$ cat config.mk
export PLATFORM = sky130hd
export DESIGN_NAME = ps2_command_assembler
export DESIGN_NICKNAME = d
export VERILOG_FILES = /design/src/rtl/ps2_command_assembler_pkg.sv /design/src/rtl/ps2_command_assembler_scan_to_ascii.sv /design/src/rtl/ps2_command_assembler.sv
export SDC_FILE = /design/constraint.sdc
export NUM_CORES = 1
export LEC_CHECK = 0
export ABC_AREA = 1
export CORE_MARGIN = 3
export CORE_UTILIZATION = 59
export DETAILED_ROUTE_END_ITERATION = 8
export PLACE_DENSITY = 0.87
export SKIP_CTS_REPAIR_TIMING = 1
export SLEW_MARGIN = 20
export SYNTH_ARGS = -nofsm -noshare
export SYNTH_HDL_FRONTEND = slang
export SYNTH_SLANG_ARGS = --single-unit
$ cat constraint.sdc
create_clock -name clock -period 4.3 [get_ports clock]
set_clock_uncertainty 0.2 [all_clocks]
set_input_delay 0.645 -clock clock [delete_from_list [all_inputs] [get_ports clock]]
set_output_delay 0.645 -clock clock [all_outputs]
set_load 0.005 [all_outputs]
$ cat src/rtl/ps2_command_assembler_pkg.sv
// Shared constants and enumerations for the PS/2 keyboard-to-command datapath.
package ps2_command_assembler_pkg;

    localparam logic [7:0] SC_BREAK       = 8'hF0;
    localparam logic [7:0] SC_EXT         = 8'hE0;
    localparam logic [7:0] SC_KP_ENTER    = 8'h5A;
    localparam logic [7:0] ENTER_CODE_DEF = 8'h5A;
    localparam logic [7:0] BKSP_CODE_DEF  = 8'h66;

    typedef enum logic {
        COLLECT,
        HOLD
    } state_e;

    typedef enum logic [1:0] {
        PFX_NONE,
        PFX_BREAK,
        PFX_EXT
    } prefix_e;

    typedef enum logic [1:0] {
        KC_NONE,
        KC_CHAR,
        KC_BKSP,
        KC_ENTER
    } key_class_e;

endpackage

$ cat src/rtl/ps2_command_assembler_scan_to_ascii.sv
// Combinational PS/2 set-2 make code to ASCII; letters and digits only, else 8'h00.
module ps2_command_assembler_scan_to_ascii (
    input  logic [7:0] scan_i,
    output logic [7:0] ascii_o
);

    always_comb begin
        ascii_o = 8'h00;
        case (scan_i)
            8'h1C: ascii_o = 8'h41;
            8'h32: ascii_o = 8'h42;
            8'h21: ascii_o = 8'h43;
            8'h23: ascii_o = 8'h44;
            8'h24: ascii_o = 8'h45;
            8'h2B: ascii_o = 8'h46;
            8'h34: ascii_o = 8'h47;
            8'h33: ascii_o = 8'h48;
            8'h43: ascii_o = 8'h49;
            8'h3B: ascii_o = 8'h4A;
            8'h42: ascii_o = 8'h4B;
            8'h4B: ascii_o = 8'h4C;
            8'h3A: ascii_o = 8'h4D;
            8'h31: ascii_o = 8'h4E;
            8'h44: ascii_o = 8'h4F;
            8'h4D: ascii_o = 8'h50;
            8'h15: ascii_o = 8'h51;
            8'h2D: ascii_o = 8'h52;
            8'h1B: ascii_o = 8'h53;
            8'h2C: ascii_o = 8'h54;
            8'h3C: ascii_o = 8'h55;
            8'h2A: ascii_o = 8'h56;
            8'h1D: ascii_o = 8'h57;
            8'h22: ascii_o = 8'h58;
            8'h35: ascii_o = 8'h59;
            8'h1A: ascii_o = 8'h5A;
            8'h45: ascii_o = 8'h30;
            8'h16: ascii_o = 8'h31;
            8'h1E: ascii_o = 8'h32;
            8'h26: ascii_o = 8'h33;
            8'h25: ascii_o = 8'h34;
            8'h2E: ascii_o = 8'h35;
            8'h36: ascii_o = 8'h36;
            8'h3D: ascii_o = 8'h37;
            8'h3E: ascii_o = 8'h38;
            8'h46: ascii_o = 8'h39;
            default: ascii_o = 8'h00;
        endcase
    end

endmodule

$ cat src/rtl/ps2_command_assembler.sv
// Assembles PS/2 make codes into a command word and hands it off over valid/ready.
module ps2_command_assembler
    import ps2_command_assembler_pkg::*;
#(
    parameter int unsigned MAX_CHARS  = 4,
    parameter logic [7:0]  ENTER_CODE = ENTER_CODE_DEF,
    parameter logic [7:0]  BKSP_CODE  = BKSP_CODE_DEF
) (
    input  logic                   clock,
    input  logic                   resetn,
    input  logic                   key_valid,
    input  logic [7:0]             key_data,
    output logic [8*MAX_CHARS-1:0] cmd_word,
    output logic                   cmd_valid,
    input  logic                   cmd_ready,
    output logic [2:0]             char_count,
    output logic                   overflow
);

    localparam int unsigned WORD_W  = 8 * MAX_CHARS;
    localparam logic [2:0]  MAX_CNT = 3'(MAX_CHARS);

    state_e            state_q, state_d;
    prefix_e           prefix_q, prefix_d;
    logic [WORD_W-1:0] word_q, word_d;
    logic [2:0]        count_q, count_d;
    logic              valid_q, valid_d;
    logic              ovf_q, ovf_d;
    key_class_e        kclass;
    logic [7:0]        ascii;

    ps2_command_assembler_scan_to_ascii u_scan_to_ascii (
        .scan_i  (key_data),
        .ascii_o (ascii)
    );

    // Prefix tracking and make-code classification; runs regardless of FSM state.
    always_comb begin
        prefix_d = prefix_q;
        kclass   = KC_NONE;
        if (key_valid) begin
            if (key_data == SC_BREAK) begin
                prefix_d = PFX_BREAK;
            end else if (key_data == SC_EXT) begin
                prefix_d = PFX_EXT;
            end else begin
                prefix_d = PFX_NONE;
                case (prefix_q)
                    PFX_NONE: begin
                        if (key_data == ENTER_CODE)     kclass = KC_ENTER;
                        else if (key_data == BKSP_CODE) kclass = KC_BKSP;
                        else if (ascii != 8'h00)        kclass = KC_CHAR;
                    end
                    PFX_EXT: begin
                        if (key_data == SC_KP_ENTER) kclass = KC_ENTER;
                    end
                    default: kclass = KC_NONE;
                endcase
            end
        end
    end

    // Word assembly FSM; HOLD freezes the word until the consumer takes it.
    always_comb begin
        state_d = state_q;
        word_d  = word_q;
        count_d = count_q;
        valid_d = valid_q;
        ovf_d   = ovf_q;
        case (state_q)
            COLLECT: begin
                case (kclass)
                    KC_CHAR: begin
                        if (count_q < MAX_CNT) begin
                            word_d  = {word_q[WORD_W-9:0], ascii};
                            count_d = count_q + 3'd1;
                        end else begin
                            ovf_d = 1'b1;
                        end
                    end
                    KC_BKSP: begin
                        if (count_q != 3'd0) begin
                            word_d  = word_q >> 8;
                            count_d = count_q - 3'd1;
                        end
                    end
                    KC_ENTER: begin
                        if (count_q != 3'd0) begin
                            valid_d = 1'b1;
                            state_d = HOLD;
                        end
                    end
                    default: ;
                endcase
            end
            HOLD: begin
                if (cmd_ready) begin
                    word_d  = '0;
                    count_d = 3'd0;
                    ovf_d   = 1'b0;
                    valid_d = 1'b0;
                    state_d = COLLECT;
                end
            end
            default: state_d = COLLECT;
        endcase
    end

    always_ff @(posedge clock or negedge resetn) begin
        if (!resetn) begin
            state_q  <= COLLECT;
            prefix_q <= PFX_NONE;
            word_q   <= '0;
            count_q  <= 3'd0;
            valid_q  <= 1'b0;
            ovf_q    <= 1'b0;
        end else begin
            state_q  <= state_d;
            prefix_q <= prefix_d;
            word_q   <= word_d;
            count_q  <= count_d;
            valid_q  <= valid_d;
            ovf_q    <= ovf_d;
        end
    end

    assign cmd_word   = word_q;
    assign cmd_valid  = valid_q;
    assign char_count = count_q;
    assign overflow   = ovf_q;

endmodule

---- After elaboration in Yosys (flattened, before gate mapping) ----
Memory sizes are Yosys's and may differ from the RTL's.
Index checks and enable logic that the tools add are counted.
storage, ports and cells
  memories ................................ 1
  register bits after elaboration ......... 40
  output and inout bits ................... 37
  memory bits (read-only) ................. 896
  bits of input ports ..................... 12
  word-level logic and storage cells ...... 65
memories
  name              words  width  rd ports  clocked after Yosys merged registers in  write ports  RTL line                                  source
  (name not given)  128    7      1         0                                        0            ps2_command_assembler_scan_to_ascii.sv:9  case (scan_i)
cells by class
  $lt $le $gt $ge ......................... 1
  eq/ne operators ......................... 16
  bitwise logic cells ..................... 1
  multiplexer cells ....................... 32
  add/subtract/negate cells ............... 2
  reductions and logical operators ........ 6
operator list
  cell                                                                      count
  32-bit one-hot mux with 2 select lines                                    2
  32-bit two-way mux                                                        3
  8-bit by 7-bit equality test with 1-bit output (second input constant)    2
  8-bit equality test (second input constant)                               2
  2-bit two-way mux                                                         8
  3-bit one-hot mux with 2 select lines                                     2
  1-bit two-way mux                                                         9
  3-bit two-way mux                                                         3
  8-bit two-way mux                                                         1
  8-bit nonzero test                                                        1
  2-bit equality test (second input constant)                               3
  2-bit inequality test (second input constant)                             3
  3-bit inequality test (second input constant)                             2
  1-bit one-hot mux with 2 select lines                                     3
  3-bit AND reduction                                                       2
  2-bit by 1-bit inequality test with 1-bit output (second input constant)  2
  2-bit one-hot mux with 2 select lines                                     1
  4-bit AND reduction                                                       1
  3-bit by 1-bit adder with 3-bit output (second input constant)            1
  3-bit < comparator (second input constant)                                1
  3-bit by 1-bit inequality test with 1-bit output (second input constant)  1
  3-bit nonzero test                                                        1
  3-bit by 1-bit subtractor with 3-bit output (second input constant)       1
  2-bit by 1-bit equality test with 1-bit output (second input constant)    1
  other kinds (2)                                                           2

---- Longest topological paths before layout ----
An unclocked memory read counts as a cell.
  word-level depth ........................ 13
  gate-level depth with buffers ........... 22
  gate-level depth less buffers ........... 21

---- By module ----
Synthesis repeated with hierarchy kept, for this count alone.
unflattened totals
  cell total of the unflattened synthesis .. 486
  area, all modules ....................... 3104.2 µm²
by module, submodules not included
  module                               times used  cells each  sequential area each (µm²)  area each (µm²)
  ps2_command_assembler                1           334         1001.0                      2314.7
  ps2_command_assembler_scan_to_ascii  1           152         0.0                         789.5

---- Worst setup path after synthesis ----
Ideal clock, no wire load.
  path kind ............................... input -> register
  from .................................... input key_data[1]
  to ...................................... register count_q[2] (netlist: char_count[2])
  arrival time ............................ 2803 ps
  data required time ...................... 3983 ps
  path buffers ............................ 2
  stages on the path ...................... 16
  setup slack ............................. 1181 ps
  setup time .............................. 117 ps
  cell sequence ........................... inv_1 > ha_1 > inv_1 > nor3_1 > nand3_1 > and3_1 > buf_2 > nand4_4 > inv_2 > buf_2 > fa_1 > xor2_1 > xor2_1 > nor2_1 > nand3_1 > nand2_1
between the ends
  cells in the longest elaborated chain, start to end .. 13
  elaborated cells between the ends (all ways) .. 23
  those cells by class .................... 9 x eq/ne; 11 x mux; 2 x reduce/logical; 1 x memory
ends and longest elaborated chain
  what                                                                                          RTL line                                  source
  start: declaration                                                                            ps2_command_assembler.sv:12               input logic [7:0] key_data,
  memory 128 x 7 bit                                                                            n/a
  8-bit two-way mux                                                                             ps2_command_assembler_scan_to_ascii.sv:9
  8-bit nonzero test                                                                            ps2_command_assembler.sv:52               else if (ascii != 8'h00) kclass = KC_CHAR;
  1-bit two-way mux                                                                             ps2_command_assembler.sv:52
  2-bit two-way mux                                                                             ps2_command_assembler.sv:51               else if (key_data == BKSP_CODE) kclass = KC_BKSP;
  2-bit two-way mux                                                                             ps2_command_assembler.sv:50               if (key_data == ENTER_CODE) kclass = KC_ENTER;
  2-bit one-hot mux with 2 select lines                                                         ps2_command_assembler.sv:48               case (prefix_q)
  2-bit two-way mux                                                                             ps2_command_assembler.sv:44               end else if (key_data == SC_EXT) begin
  2-bit two-way mux (*)                                                                         ps2_command_assembler.sv:42               if (key_data == SC_BREAK) begin
  2-bit two-way mux (*)                                                                         ps2_command_assembler.sv:41               if (key_valid) begin
  2-bit equality test / 2-bit by 1-bit equality test with 1-bit output (equally long branches)  ps2_command_assembler.sv:72               case (kclass)
  3-bit one-hot mux with 2 select lines (tied with other cells)                                 ps2_command_assembler.sv:72
  3-bit one-hot mux with 2 select lines / 4-bit AND reduction (equally long branches)           n/a
  end signal: assignment                                                                        ps2_command_assembler.sv:121              count_q <= count_d;
  end: declaration                                                                              ps2_command_assembler.sv:26               logic [2:0] count_q, count_d;
Every way passes the cells marked *; elsewhere a longest branch is shown, timed or not.
A chain may end at the register's enable or synchronous reset.

---- Worst setup path after layout ----
  from .................................... input key_data[1]
  to ...................................... register word_q[16] (netlist: cmd_word[16])
between the ends
  cells in the longest elaborated chain, start to end .. 13
  elaborated cells between the ends (all ways) .. 23
  those cells by class .................... 9 x eq/ne; 11 x mux; 2 x reduce/logical; 1 x memory
ends and longest elaborated chain
  what                                                                                          RTL line                                  source
  memory 128 x 7 bit                                                                            n/a
  8-bit two-way mux                                                                             ps2_command_assembler_scan_to_ascii.sv:9
  8-bit nonzero test                                                                            ps2_command_assembler.sv:52
  1-bit two-way mux                                                                             ps2_command_assembler.sv:52
  2-bit two-way mux                                                                             ps2_command_assembler.sv:51
  2-bit two-way mux                                                                             ps2_command_assembler.sv:50
  2-bit one-hot mux with 2 select lines                                                         ps2_command_assembler.sv:48
  2-bit two-way mux                                                                             ps2_command_assembler.sv:44
  2-bit two-way mux (*)                                                                         ps2_command_assembler.sv:42
  2-bit two-way mux (*)                                                                         ps2_command_assembler.sv:41
  2-bit equality test / 2-bit by 1-bit equality test with 1-bit output (equally long branches)  ps2_command_assembler.sv:72
  32-bit one-hot mux with 2 select lines (tied with other cells)                                ps2_command_assembler.sv:72
  32-bit one-hot mux with 2 select lines / 4-bit AND reduction (equally long branches)          n/a
  end signal: assignment                                                                        ps2_command_assembler.sv:120              word_q <= word_d;
  end: declaration                                                                              ps2_command_assembler.sv:25               logic [WORD_W-1:0] word_q, word_d;
Marks and branches as above.

==> metrics.cfg <==
[worst_setup_path]
worstSetupPathType=in2reg
crit_family=simple AND/OR/NAND/NOR gates
critPathArrivalTime_ns=3.71
cp_slowest_stage_delay_ns=0.61
crit_fanout=35
cpMostUsedCell=nand2_1
slowest_stage=clkdlybuf4s50_1
start_kind=input port
cp.required_ns=4.27
crit_buf_inv=3
endpoint_kind=register
path_cells=clkdlybuf4s50_1 -> inv_1 -> ha_1 -> nand2_1 -> nand2_1 -> nand2_1 -> nand2_1 -> nand3_1 -> nand2_1 -> nand2_1 -> clkinv_1 -> nor2_1 -> nand2_1 -> nor2_1 -> nor2_1 -> nand4_1 -> nand3_4 -> nand3_4 -> nand2_1 -> nand2_1

[power]
vdd_drop_max_v=0.000346
p_leak_nw=1.85
power_mw=1.39
power-per-cell-area_nw_per_um2=388

[global_route]
antenna_found_initial=0
overflow=0
grtUsageTotal=0.290
grt_pass1_wl_um=14300
grt_pass1_vias=2998
grt_max_degree=41

[sta]
max_slew_margin=0.389
hold_slack_ns=0.287
min_period_ns=3.74
max_freq_mhz=268
finalSetupViolCount=0
finalMaxSlewViolations=0
finalCritPeriodShare=0.869
max_slew.worst_pin.slew_ns=0.917
fin_tns_setup_ns=0
setup_slack_ns=0.562
rsz0062_at_grt=false
hold_violations=0

[detailed_routing]
dr.pass1.iters=6
num_vias=3348
wl_per_cell_um=14.9
dr_wl_met2_um=3890
wl_met3_um=837
vias_per_cell=5.81
wl_met1_um=3750
ant_nets=0
routed.top_layer=met4
drc=0
drt_wl_total_um=8560
first_iter_violations=528

[logic_synthesis]
yosysMostFrequentCell=nand2_1
syn-instance-count=471
synth.area.top_cells=dfrtp_1, nand2_1, nand3_1, a21oi_1, nor2_1
synth-async-reset-ratio=1.00
ys_seq_elements=40
yosysSeqAreaShare=0.329
synth-edff-count=0
ys_top_cells_by_count=nand2_1, nand3_1, dfrtp_1
syn_area_per_cell_sq_um=6.46
netlist-cell-type-count=31
synth_area_sq_um=3040
syn_nets=491
synth_flop_cell=dfrtp_1
yosysTopAreaCell=dfrtp_1
ys_warn_count=0
synth_top_cell_area_share=0.329

[place]
finalWeightedCongestion=0.934
dp_cells=568
place_area_sq_um=3480
place_hpwl_um=6000
dp_slack_ns=0.355
io_buffers=48

[clocking]
clk_path_buf_depth=2
h-tree-depth=2
path_clk_slew_ns=0.07
tritoncts=yes
cts_root_buffer=clkbuf_8
clock_latency_ns=0.29
numCtsBuffers=5
clock-sinks=40

[run]
maxCapViolations=0

[final_layout]
drive_above_1_share=0.0668
final_util=0.741
final_cells=576
final_area_sq_um=3590
final_net_count=528
syn_to_final_growth_pct=18.1
diodes=0

[floorplan]
chipHeight_um=77.8
rows=25
initial_core_util=0.627
core_area_sq_um=4850
ioPinCount=49
dieArea_sq_um=6050
die_w_um=77.8

[outcome]
status=completed

[min_path]
hp-class=in2async

-- sequential cells by signal, summed over array words and instances, names as in the netlist --
name,count
char_count,3
cmd_valid,1
cmd_word,32
overflow,1
prefix_q,2
state_q,1
-- cells by family after synthesis --
logic type               Yosys count  share of synthesized area
flip-flops                        40                      0.329
AO/OA/AOI/OAI                     49                     0.0847
AND/OR/NAND/NOR                  314                      0.450
adder cells (fa/ha/maj)            8                     0.0354
buffers and inverters             58                     0.0946
XOR/XNOR                           2                    0.00576
-- power breakdown --
part	internal (mW)	switching (mW)	total, mW
Sequential	0.465	0.0965	0.561
Combinational	0.266	0.261	0.527
Clock	0.172	0.133	0.305
Total	0.903	0.491	1.39
-- cell type report --
type	instances	area (sq um)
inverter	35	134
tap	67	83.8
timing repair buffer	53	513
sequential	40	1000
fill	378	1260
multi-input combinational	373	1750
clock buffer	6	72.6
clock inverter	2	35.0
-- layout by cell type, fill, tap and decap left out, drive strengths merged --
cell type | synthesis | final
fa | 1 | 1
dfrtp | 40 | 40
inv | 34 | 34
nor2b | 1 | 1
nor2 | 34 | 34
xor2 | 2 | 2
nand2 | 201 | 201
clkdlybuf4s50 | 0 | 47
buf | 17 | 6
clkinv | 1 | 2
bufinv | 0 | 1
clkbuf | 6 | 6
nand3 | 63 | 63
a31oi | 1 | 1
and3 | 1 | 1
ha | 7 | 7
a21oi | 32 | 32
o211ai | 3 | 3
nand4 | 7 | 7
or2 | 3 | 3
nor3 | 4 | 4
o21ai | 13 | 13
-- worst paths after layout --
check                               endpoint  slack, ns  cells after the start        start
worst max-delay path            cmd_word[16]       0.56                     20  key_data[1]
worst min-delay path             cmd_word[2]       0.29                      1       resetn
worst max register to register  cmd_word[16]       2.01                      9  prefix_q[0]
worst min register to register      overflow       0.30                      2     overflow
max in group asynchronous        prefix_q[1]       3.04                      1       resetn
min in group clock                  overflow       0.30                      2     overflow
-- layer usage --
| layer | up-vias | track usage |
|---|---|---|
| met3 | 12 | 0.0464 |
| met4 | 0 | 0.0765 |
| li1 | 1581 | - |
| met2 | 221 | 0.438 |
| met5 | - | 0 |
| met1 | 1534 | 0.431 |
Power figures use the tool's default switching activity.
